<file path="src/rtl/quad_enc_pkg.sv">
// Shared types and constants for the quadrature encoder: FSM states, directions and phase patterns.
package quad_enc_pkg;

  typedef enum logic [2:0] {
    StIdle,
    StPh1,
    StPh2,
    StPh3,
    StPh4
  } state_e;

  localparam logic DIR_RIGHT = 1'b0;
  localparam logic DIR_LEFT  = 1'b1;

  // Patterns are {A, B}.
  localparam logic [1:0] PAT_IDLE  = 2'b00;
  localparam logic [1:0] PAT_R_PH1 = 2'b10;
  localparam logic [1:0] PAT_R_PH2 = 2'b11;
  localparam logic [1:0] PAT_R_PH3 = 2'b01;
  localparam logic [1:0] PAT_L_PH1 = 2'b01;
  localparam logic [1:0] PAT_L_PH2 = 2'b11;
  localparam logic [1:0] PAT_L_PH3 = 2'b10;
  localparam logic [1:0] PAT_PH4   = 2'b00;

  function automatic logic [1:0] phase_pattern(input state_e st, input logic dir);
    logic [1:0] pat;
    pat = PAT_IDLE;
    unique case (st)
      StIdle:  pat = PAT_IDLE;
      StPh1:   pat = (dir == DIR_LEFT) ? PAT_L_PH1 : PAT_R_PH1;
      StPh2:   pat = (dir == DIR_LEFT) ? PAT_L_PH2 : PAT_R_PH2;
      StPh3:   pat = (dir == DIR_LEFT) ? PAT_L_PH3 : PAT_R_PH3;
      StPh4:   pat = PAT_PH4;
      default: pat = PAT_IDLE;
    endcase
    return pat;
  endfunction

endpackage

</file>
<file path="src/rtl/step_fifo.sv">
// 1-bit-wide synchronous FIFO holding queued step directions; full/empty derived from occupancy.
module step_fifo #(
  parameter int unsigned Depth = 4
) (
  input  logic clk_i,
  input  logic rst_ni,
  input  logic push_i,
  input  logic data_i,
  input  logic pop_i,
  output logic data_o,
  output logic full_o,
  output logic empty_o
);

  localparam int unsigned PtrW = $clog2(Depth);
  localparam int unsigned CntW = $clog2(Depth + 1);

  logic [Depth-1:0] mem_q;
  logic [PtrW-1:0]  wptr_q, rptr_q;
  logic [CntW-1:0]  cnt_q, cnt_d;
  logic             push_ok, pop_ok;

  assign full_o  = (cnt_q == CntW'(Depth));
  assign empty_o = (cnt_q == '0);
  assign data_o  = mem_q[rptr_q];

  // A full FIFO refuses the push even if a pop frees a slot this cycle.
  assign push_ok = push_i && !full_o;
  assign pop_ok  = pop_i && !empty_o;

  always_comb begin
    cnt_d = cnt_q;
    if (push_ok && !pop_ok) begin
      cnt_d = cnt_q + CntW'(1);
    end else if (pop_ok && !push_ok) begin
      cnt_d = cnt_q - CntW'(1);
    end
  end

  always_ff @(posedge clk_i or negedge rst_ni) begin
    if (!rst_ni) begin
      mem_q  <= '0;
      wptr_q <= '0;
      rptr_q <= '0;
      cnt_q  <= '0;
    end else begin
      if (push_ok) begin
        mem_q[wptr_q] <= data_i;
        wptr_q        <= wptr_q + PtrW'(1);
      end
      if (pop_ok) begin
        rptr_q <= rptr_q + PtrW'(1);
      end
      cnt_q <= cnt_d;
    end
  end

endmodule

</file>
<file path="src/rtl/quadrature_encoder.sv">
// Quadrature A/B generator draining a direction FIFO, one detent cycle per step.
// Optional signed detent position counter enabled by QUAD_ENC_POSITION_EN.
module quadrature_encoder
  import quad_enc_pkg::*;
#(
  parameter int unsigned PhaseCycles = 10000,
  parameter int unsigned FifoDepth   = 4
`ifdef QUAD_ENC_POSITION_EN
  ,
  parameter int unsigned PosWidth    = 16
`endif
) (
  input  logic clk_i,
  input  logic rst_ni,
  input  logic step_valid_i,
  input  logic step_left_i,
  output logic step_ready_o,
  output logic quad_a_o,
  output logic quad_b_o,
  output logic busy_o,
  output logic step_done_o
`ifdef QUAD_ENC_POSITION_EN
  ,
  output logic signed [PosWidth-1:0] position_o
`endif
);

  localparam int unsigned CntW = $clog2(PhaseCycles + 1);
  localparam logic [CntW-1:0] CntLoad = CntW'(PhaseCycles);

  state_e          state_q, state_d;
  logic [CntW-1:0] cnt_q, cnt_d;
  logic            dir_q, dir_d;
  logic [1:0]      quad_q, quad_d;
  logic            fifo_pop, fifo_head, fifo_full, fifo_empty;
  logic            expire, done;

  step_fifo #(
    .Depth(FifoDepth)
  ) u_step_fifo (
    .clk_i  (clk_i),
    .rst_ni (rst_ni),
    .push_i (step_valid_i),
    .data_i (step_left_i),
    .pop_i  (fifo_pop),
    .data_o (fifo_head),
    .full_o (fifo_full),
    .empty_o(fifo_empty)
  );

  assign expire = (cnt_q == CntW'(1));

  always_comb begin
    state_d  = state_q;
    cnt_d    = cnt_q;
    dir_d    = dir_q;
    fifo_pop = 1'b0;
    done     = 1'b0;
    unique case (state_q)
      StIdle: begin
        if (!fifo_empty) begin
          fifo_pop = 1'b1;
          dir_d    = fifo_head;
          state_d  = StPh1;
        end
      end
      StPh1: if (expire) state_d = StPh2;
      StPh2: if (expire) state_d = StPh3;
      StPh3: if (expire) state_d = StPh4;
      StPh4: begin
        if (expire) begin
          done = 1'b1;
          if (!fifo_empty) begin
            fifo_pop = 1'b1;
            dir_d    = fifo_head;
            state_d  = StPh1;
          end else begin
            state_d = StIdle;
          end
        end
      end
      default: state_d = StIdle;
    endcase
    // Every state entry (including PH4 -> PH1) reloads the hold counter.
    if (state_d != state_q || fifo_pop) begin
      cnt_d = CntLoad;
    end else if (state_q != StIdle) begin
      cnt_d = cnt_q - CntW'(1);
    end
    // Decode from next state so the pattern lands on the same edge as the state.
    quad_d = phase_pattern(state_d, dir_d);
  end

  always_ff @(posedge clk_i or negedge rst_ni) begin
    if (!rst_ni) begin
      state_q <= StIdle;
      cnt_q   <= '0;
      dir_q   <= DIR_RIGHT;
      quad_q  <= PAT_IDLE;
    end else begin
      state_q <= state_d;
      cnt_q   <= cnt_d;
      dir_q   <= dir_d;
      quad_q  <= quad_d;
    end
  end

  assign quad_a_o     = quad_q[1];
  assign quad_b_o     = quad_q[0];
  assign step_ready_o = !fifo_full;
  assign busy_o       = (state_q != StIdle) || !fifo_empty;
  assign step_done_o  = done;

`ifdef QUAD_ENC_POSITION_EN
  logic signed [PosWidth-1:0] pos_q;

  always_ff @(posedge clk_i or negedge rst_ni) begin
    if (!rst_ni) begin
      pos_q <= '0;
    end else if (done) begin
      pos_q <= (dir_q == DIR_LEFT) ? pos_q - PosWidth'(1) : pos_q + PosWidth'(1);
    end
  end

  assign position_o = pos_q;
`endif

endmodule

</file>
<file path="config.mk">
export PLATFORM = sky130hd
export DESIGN_NAME = quadrature_encoder
export DESIGN_NICKNAME = d
export VERILOG_FILES = /design/src/rtl/quad_enc_pkg.sv /design/src/rtl/step_fifo.sv /design/src/rtl/quadrature_encoder.sv
export SDC_FILE = /design/constraint.sdc
export NUM_CORES = 1
export LEC_CHECK = 0
export BUFFER_PORTS_ARGS = -buffer_cell sky130_fd_sc_hd__buf_2
export CAP_MARGIN = 25
export CORE_MARGIN = 2
export CORE_UTILIZATION = 50
export DETAILED_ROUTE_END_ITERATION = 10
export PLACE_DENSITY = 0.67
export SLEW_MARGIN = 20
export SYNTH_ARGS = -nofsm -noshare
export SYNTH_HDL_FRONTEND = slang
export SYNTH_HIERARCHICAL = 1
export SYNTH_SLANG_ARGS = --single-unit
</file>
<file path="constraint.sdc">
create_clock -name clk_i -period 3.35 [get_ports clk_i]
set_clock_uncertainty 0.05 [all_clocks]
set_input_delay 0.335 -clock clk_i [delete_from_list [all_inputs] [get_ports clk_i]]
set_output_delay 0.335 -clock clk_i [all_outputs]
set_load 0.02 [all_outputs]
</file>
; ---- Word-level counts from Yosys, hierarchy flattened
; Index checks and enable logic that the tools add are counted.
[word_totals]
ff_bits = 31
in_bits = 4
output_inout_bits = 5
[op_classes]
n_addsub = 5
order_cmp = 3
eq_ne = 10
muxes = 27
n_reduce_logical = 16
[op_table]
columns = cell, n
row1 = two-way mux 14 bit, 2
row2 = two-way mux 3 bit, 7
row3 = one-hot mux 3 bit (5 select lines), 1
row4 = equality test 14 x 1 -> 1 bit (second input constant), 1
row5 = subtractor 14 x 1 -> 14 bit (second input constant), 1
row6 = equality test 3 x 2 -> 1 bit (second input constant), 4
row7 = two-way mux 1 bit, 9
row8 = equality test 3 x 1 -> 1 bit (second input constant), 2
row9 = equality test 3 bit (second input constant), 2
row10 = zero test 3 bit, 2
row11 = less-than comparator 2 x 3 -> 1 bit (second input constant), 2
row12 = one-hot mux 2 bit (3 select lines), 1
row13 = logical AND 1 bit, 5
row14 = adder 2 x 1 -> 2 bit (second input constant), 2
row15 = bitwise mux 4 bit, 1
row16 = zero test 1 bit, 4
row17 = two-way mux 2 bit, 2
row18 = one-hot mux 1 bit (2 select lines), 2
row19 = nonzero test 2 bit, 2
row20 = adder 3 x 1 -> 3 bit (second input constant), 1
row21 = inequality test 3 bit, 1
row22 = nonzero test 3 bit, 1
row23 = subtractor 3 x 1 -> 3 bit (second input constant), 1
row24 = binary-select mux 1 bit (select 2 bit), 1
row25 = other kinds (3), 4

; ---- Logic depth before layout (Yosys ltp)
; Gate-level depths: netlist of run 1.
[depth]
word_depth = 8
depth_mapped = 12

; ---- By module
; Netlist of run 1, hierarchy kept.
[modules_own_cells]
columns = module, instances, cells_per_inst, area_each_um2, seq_area_each_um2
row1 = quadrature_encoder, 1, 123, 1149.9, 500.5
row2 = step_fifo, 1, 53, 603.1, 275.3

; ---- Worst setup path after synthesis of run 1
; Ideal clock, no wire load.
[synth_path]
kind = register -> register
from = register, netlist name cnt_q[4]
to = register u_step_fifo.cnt_q[1]
setup_time_ps = 125
arrival_time_ps = 2506
t_required_ps = 3175
slack_ps = 670
path_stages_with_launch = 10
path_buffers = 0
path_cell_list = dfrtp_1 or3_4 or2_4 or2_4 a21boi_4 nand2b_1 ha_1 inv_1 fa_1 mux2_2
[synth_lines]
columns = element, line
row1 = to (signal assigned), step_fifo.sv:54  ; cnt_q <= cnt_d;
row2 = to (decl), step_fifo.sv:20  ; logic [CntW-1:0] cnt_q, cnt_d;

==> results.md, run 1 <==
* Status: finished clean
* Compound-Gate Fraction of Synth Area at 14.2%
* Worst IR Drop VDD at about 0.32 mV
* Cell Chain, Critical Path: nor4_1 -> nand3_1 -> or2_4 -> a21boi_4 -> nand2b_1 -> ha_1 -> inv_1 -> fa_1 -> mux2_2
* Maximum clock rate at 344 MHz
* Final setup fails at 0
* Io pins at 9
* Max incr delay on CP at 480 ps
* Via count at 1307
* Routability cong. at roughly 0.90
* Post-Synth XOR/XNOR Area at 8.99%
* CTS tree: built
* Leakage power figure at 0.773 nW
* Syn_nets at roughly 190
* TritonRoute pass-1 iters at 4
* GRT overflow at 0
* Final slew viol count at 0
* Hold Path Class: in -> reg
* Flop-to-flop setup slack at 440 ps
* Initial antenna violation count at 0
* R2R depth at 9
* Post-synthesis simple-gate area fraction at 19.3%
* Port Buf Inserts at 8
* Register area share after synthesis at between 40% and 50%
* Fill cells at 325
* Fin. Hold Viols at 0
* Layout cells sized above 1 at ~14%
* Die area at 4000 um^2
* RSZ-0062 raised after global routing: false
* Worst Path Max Fanout at 5
* Req. time, crit path at ~3500 ps
* DRT antenna net count at 0
* Largest family of logic cells by synthesized area: simple AND/OR/NAND/NOR gates
* Max capacitance violation total at 0
* Die Ht at 63.2 um
* Worst EP arrival at 3100 ps
* Pwr/cell area at between 700 and 800 nW/um^2
* Antenna cells at 0
* Pwr Total at 0.00147 W
* H-tree depth at 2
* YS warnings at 6
* Reg clk slew, reported paths at 100 ps
* First-iteration detailed-routing DRC count at between 100 and 150
* WL per Instance at 14.4 um
* Gate Count Post-Synth at 176
* Syn avg cell area at 9.96 um^2
* Detailed placement HPWL at 2450 um
* Row count at 21
* Critical path type: reg -> reg
* Routed WL at ~3400 um
* Initial core utilization at 52.1%
* Worst-case clock buffer depth at 2
* Synthesized flop and latch total at 31
* Most frequent cells in the layout: 31 x dfrtp_1, 20 x nand2_1, 19 x nor2_1
* Clock Latency Late Sink at ~340 ps
* Multiplexer share of the synthesized area at ~3.4%
* Vias per std cell at 5.56
* Worst Setup End Kind: register
* Worst R2R End: u_step_fifo/cnt_q[1]
* Most common cell after layout, fill and taps aside: dfrtp_1
* Setup TNS at 0 ps
* Slowest CP cell: nor4_1
* Post-synth ARST share at between 90% and 100%
* Pin count of the biggest net entering global routing at 32
* Tightest Pin Transition at 777 ps
* Die W at 63.2 um
* Detailed-route DRC error count at 0
* Clock Sink Count at 31
* Final period util at 86.8%
* Global-route wire length before repair at 6200 um
* Hold Path Sink: u_step_fifo/mem_q[1]
* CP delay by family, top: simple AND/OR/NAND/NOR gates
* Worst path bufs/invs at 1
* Hold Path Depth at 3
* Worst r2r src: cnt_q[10]
* Number of global-route vias before repair at 1376
* Placeable Area at 3360 um^2
* Number of flops mapped to enable cells by yosys at 0
* Yosys cell types at 45
* CTS Buf Count at 5
* Adder-cell share of the synthesized area at under 10%
* Final Net Count at 200
* Prevailing post-synth register cell: dfrtp_1
* Setup Buffers After CTS at 0
* Clock root cell: clkbuf_4
* Slew headroom at 48.0%
* Gr usage total at 19.9%
* Area of the mapped netlist at roughly 1800 um^2
* Synth-to-Final Area Change at 7.85%
* Hold wc startpoint: step_left_i
* Minimum clock period at 2910 ps
* CP Launch Type: register
## repair_timing
item / CTS / global route
hold buffers: 1 / 0
endpoints found under the hold margin: 31 / 0
resized for setup: 0 / 0
## kinds of logic after synthesis
logic type	count (synthesis)
and+or+nand+nor	67
AOI/OAI and AO/OA	33
DFF	31
xor gates and xnor gates	18
buffers and inverters	15
adders and majority gates	8
muxes	4
## synthesized netlist by cell type (2+ instances only)
master / n / area, um^2
nand3b_1: 2 / 15.0
nor2_1: 19 / 71.3
a21oi_1: 4 / 20.0
clkbuf_1: 3 / 11.3
o21a_1: 2 / 15.0
nand2b_1: 2 / 12.5
o221ai_1: 2 / 17.5
xor2_1: 9 / 78.8
ha_1: 7 / 87.6
o21ai_0: 10 / 50.1
o31ai_1: 3 / 22.5
nand2_1: 20 / 75.1
xnor2_1: 9 / 78.8
dfrtp_1: 31 / 776
inv_1: 10 / 37.5
nand3_1: 5 / 25.0
nand4b_1: 2 / 17.5
o211ai_1: 2 / 15.0
o21ai_1: 2 / 10.0
or2_4: 2 / 17.5
nor3_1: 6 / 30.0
## worst max path at each step
stage                            to       from  depth (start not counted)
6_report       u_step_fifo/cnt_q[1]  cnt_q[10]                          9
5_1_grt        u_step_fifo/cnt_q[1]  cnt_q[10]                          9
4_1_cts        u_step_fifo/cnt_q[1]  cnt_q[10]                          9
3_5_place_dp   u_step_fifo/cnt_q[1]  cnt_q[10]                          9
3_3_place_gp   u_step_fifo/cnt_q[1]  cnt_q[11]                          9
2_1_floorplan  u_step_fifo/cnt_q[1]   cnt_q[4]                          9
## registers in the layout, indices dropped and copies added, names as in the netlist
signal              flops
cnt_q                  14
dir_q                   1
quad_q                  2
u_step_fifo/wptr_q      2
u_step_fifo/mem_q       4
u_step_fifo/cnt_q       3
u_step_fifo/rptr_q      2
state_q                 3
## tightest hold or removal path, stage by stage
cell	delay (ps)
buf_2	120
nand2_1	60
o21ai_1	50
## metrics by stage
| stage | cells | area, um^2 | util [%] | setup slack (ps) | hold slack (ps) |
|---|---|---|---|---|---|
| 6_report | 235 | 1890 | 56.2 | 443 | 214 |
| 5_1_grt | 235 | 1890 | 56.2 | 287 | 203 |
| 4_1_cts | 235 | 1890 | 56.2 | 443 | 203 |
| 3_5_place_dp | 226 | 1830 | 54.4 | 450 | 367 |
| 3_3_place_gp | 226 | 1830 | 54.4 | 599 | 357 |
| 2_1_floorplan | 176 | 1750 | - | 670 | -10.6 |
## layer usage
layer,up-vias,track usage [%],wire [um]
met3,8,5.00,144
met4,0,9.78,67
li1,631,-,-
met5,-,0,0
met1,631,24.0,1520
met2,37,33.0,1660
## layout make-up
type,count,area [um^2],area share (%)
clock buffers,7,45.0,2.38
repair buffers,10,57.6,3.04
inverters,10,37.5,1.99
flip-flops and latches,31,776,41.0
well taps,46,57.6,3.04
multi-input cells,130,912,48.2
clock inverters,1,5.00,0.265
## where the power goes
group	total (W)	leakage, nW	internal, W	switching, W
registers	0.000670	0.367	0.000518	0.000152
logic	0.000589	0.376	0.000294	0.000294
clock network	0.000212	0.0293	0.0000816	0.000130
total	0.00147	0.773	0.000893	0.000577
No activity file was read; power rests on OpenSTA's default activity.
==> inputs of run 2 (changes only) <==
CELL_PAD_IN_SITES_DETAIL_PLACEMENT = 1   (was unset)
CELL_PAD_IN_SITES_GLOBAL_PLACEMENT = 1   (was unset)
CORE_UTILIZATION = 47   (was 50)
PLACE_DENSITY = unset   (was 0.67)
PLACE_DENSITY_LB_ADDON = 0.1   (was unset)
SKIP_LAST_GASP = 1   (was unset)
TNS_END_PERCENT = 10   (was unset)
==> run 2 against run 1 <==
- sequential power grew 0.6%
- wire length grew 11%
- critical endpoint unchanged
- first-iteration DRC count shrank 22%
- total power grew 6.8%
- highest routed layer unchanged
- combinational power grew 3%
- clock-buffer cell count shrank 1
- final cell count is the same
- global-route usage grew 1.5 points
==> results.md, run 2 (synthesis gave the netlist of run 1 again) <==
* Status: finished clean
* Final setup fails at 0
* Die Ht at 65.1 um
* Initial antenna violation count at 0
* Worst r2r src: cnt_q[11]
* Setup TNS at 0 ps
* Via count at 1309
* CP Launch Type: register
* Sw frac at 38.0%
* Fin. Hold Viols at 0
* Hold Path Class: in -> async
* CP startpoint: cnt_q[11]
* Flop-to-flop setup slack at 430 ps
* DRT antenna net count at 0
* Placed Cells at about 230
* Worst Setup End Kind: register
* Clock Sink Count at 31
* Pin count of the biggest net entering global routing at 32
* Io pins at 9
* Critical path type: reg -> reg
* Final slew viol count at 0
* Final period util at 87.3%
* Placeable Area at 3630 um^2
* Vias per std cell at 5.57
* Max capacitance violation total at 0
* Reg clk slew, reported paths at 60 ps
* Worst-case clock buffer depth at 2
* CTS tree: built
* Port Buf Inserts at 8
* Slew headroom at a little under half
* Minimum clock period at just under 3000 ps
* Number of global-route vias before repair at 1367
* Largest register by flop count: cnt_q
* Die area at 4230 um^2
* Psw at roughly 0.00060 W
* Initial core utilization at 48.2%
* Pwr/cell area at 817 nW/um^2
* Number of flip-flops in the largest register at 14
* Final Net Count at a little under 200
* CTS resizes at 0
* Top Registers: cnt_q (14), u_step_fifo/mem_q (4)
* Global-route wire length before repair at approximately 6700 um
* WL per Instance at 16.1 um
* Layout cells sized above 1 at 15.0%
* Die W at 65.1 um
* Worst Path Max Fanout at 5
* Worst EP arrival at between 3000 and 4000 ps
* Detailed-route DRC error count at 0
* Routability cong. at 0.810
* Routed WL at 3780 um
* Seq pwr share at 42.9%
* Leakage power figure at roughly 0.79 nW
* GRT overflow at 0
* Layout Cells excl Fill at 235
* Most common cell after layout, fill and taps aside: dfrtp_1
* Hold_buf cts at 0
* Tightest Pin Transition at about 780 ps
* Clock root cell: clkbuf_8
* Req. time, crit path at around 3500 ps
* Most frequent cells in the layout: 31 x dfrtp_1, 20 x nand2_1, 19 x nor2_1
* Row count at 22
* Detailed placement HPWL at 2790 um
* Combinational power share at 38.5%
* Gr usage total at 21.4%
* Clock Latency Late Sink at 280 ps
* TritonRoute pass-1 iters at 4
* Maximum clock rate at 342 MHz
* Antenna cells at 0
* First-iteration detailed-routing DRC count at 110
* Worst IR Drop VDD at 0.377 mV
* Synth-to-Final Area Change at 9.56%
* H-tree depth at 2
* Internal at 0.000973 W
* RSZ-0062 raised after global routing: false
* Setup Buffers After CTS at 0
* CTS Buf Count at 5
* Clk pwr share at a little under a fifth
## run 2: power by group through the flow
stage | logic, W | registers, W | clock network [W]
finish | 0.000605 | 0.000674 | 0.000291
global route | 0.000696 | 0.000698 | 0.000321
CTS | 0.000616 | 0.000676 | 0.000305
detailed placement | 0.000611 | 0.000681 | 0
global placement | 0.000567 | 0.000667 | 0
floorplan | 0.000458 | 0.000656 | 0
## run 2: layout make-up
type                            count  area [um^2]
Clock buffer                        6         82.6
Fill cell                         443         1710
Clock inverter                      1         5.00
Multi-Input combinational cell    130          912
Timing Repair Buffer                9         47.5
Tap cell                           48         60.1
Inverter                           10         37.5
Sequential cell                    31          776
## run 2: worst max-delay path, cell delays in order (launching register included)
cell	delay [ps]
dfrtp_1	390
nor4_1	520
nand3_1	260
or2_4	330
a21boi_4	180
nand2b_1	110
ha_1	230
inv_1	70
fa_1	390
mux2_2	270
## run 2: final timing paths
check | to | depth (start not counted)
worst min register to register | u_step_fifo/rptr_q[1] | 1
worst max-delay path | u_step_fifo/cnt_q[1] | 9
max in group asynchronous | quad_q[1] | 1
min in group clk_i | u_step_fifo/mem_q[1] | 3
worst min-delay path | cnt_q[0] | 1
worst max register to register | u_step_fifo/cnt_q[1] | 9
## run 2: stage by stage
| step | cell area [um^2] | total power [W] | hold WS [ps] | util (%) | worst slack (ps) |
|---|---|---|---|---|---|
| detailed placement | 1830 | 0.00129 | 382 | 50.4 | 432 |
| CTS | 1920 | 0.00160 | 77.2 | 52.9 | 394 |
| floorplan | 1750 | 0.00111 | -10.6 | - | 670 |
| global route | 1920 | 0.00172 | 93.3 | 52.9 | 200 |
| global placement | 1830 | 0.00123 | 363 | 50.4 | 581 |
| finish | 1920 | 0.00157 | 46.0 | 52.9 | 427 |
## run 2: routing by layer
layer / routed length (um) / share of wire, % / vias up / GRT usage [%]
li1: - / - / 631 / -
met1: 1710 / 45 / 655 / 27.6
met2: 1900 / 50 / 17 / 34.5
met3: 109 / 2.9 / 6 / 5.73
met4: 59 / 1.6 / 0 / 7.81
met5: 0 / 0 / - / 0
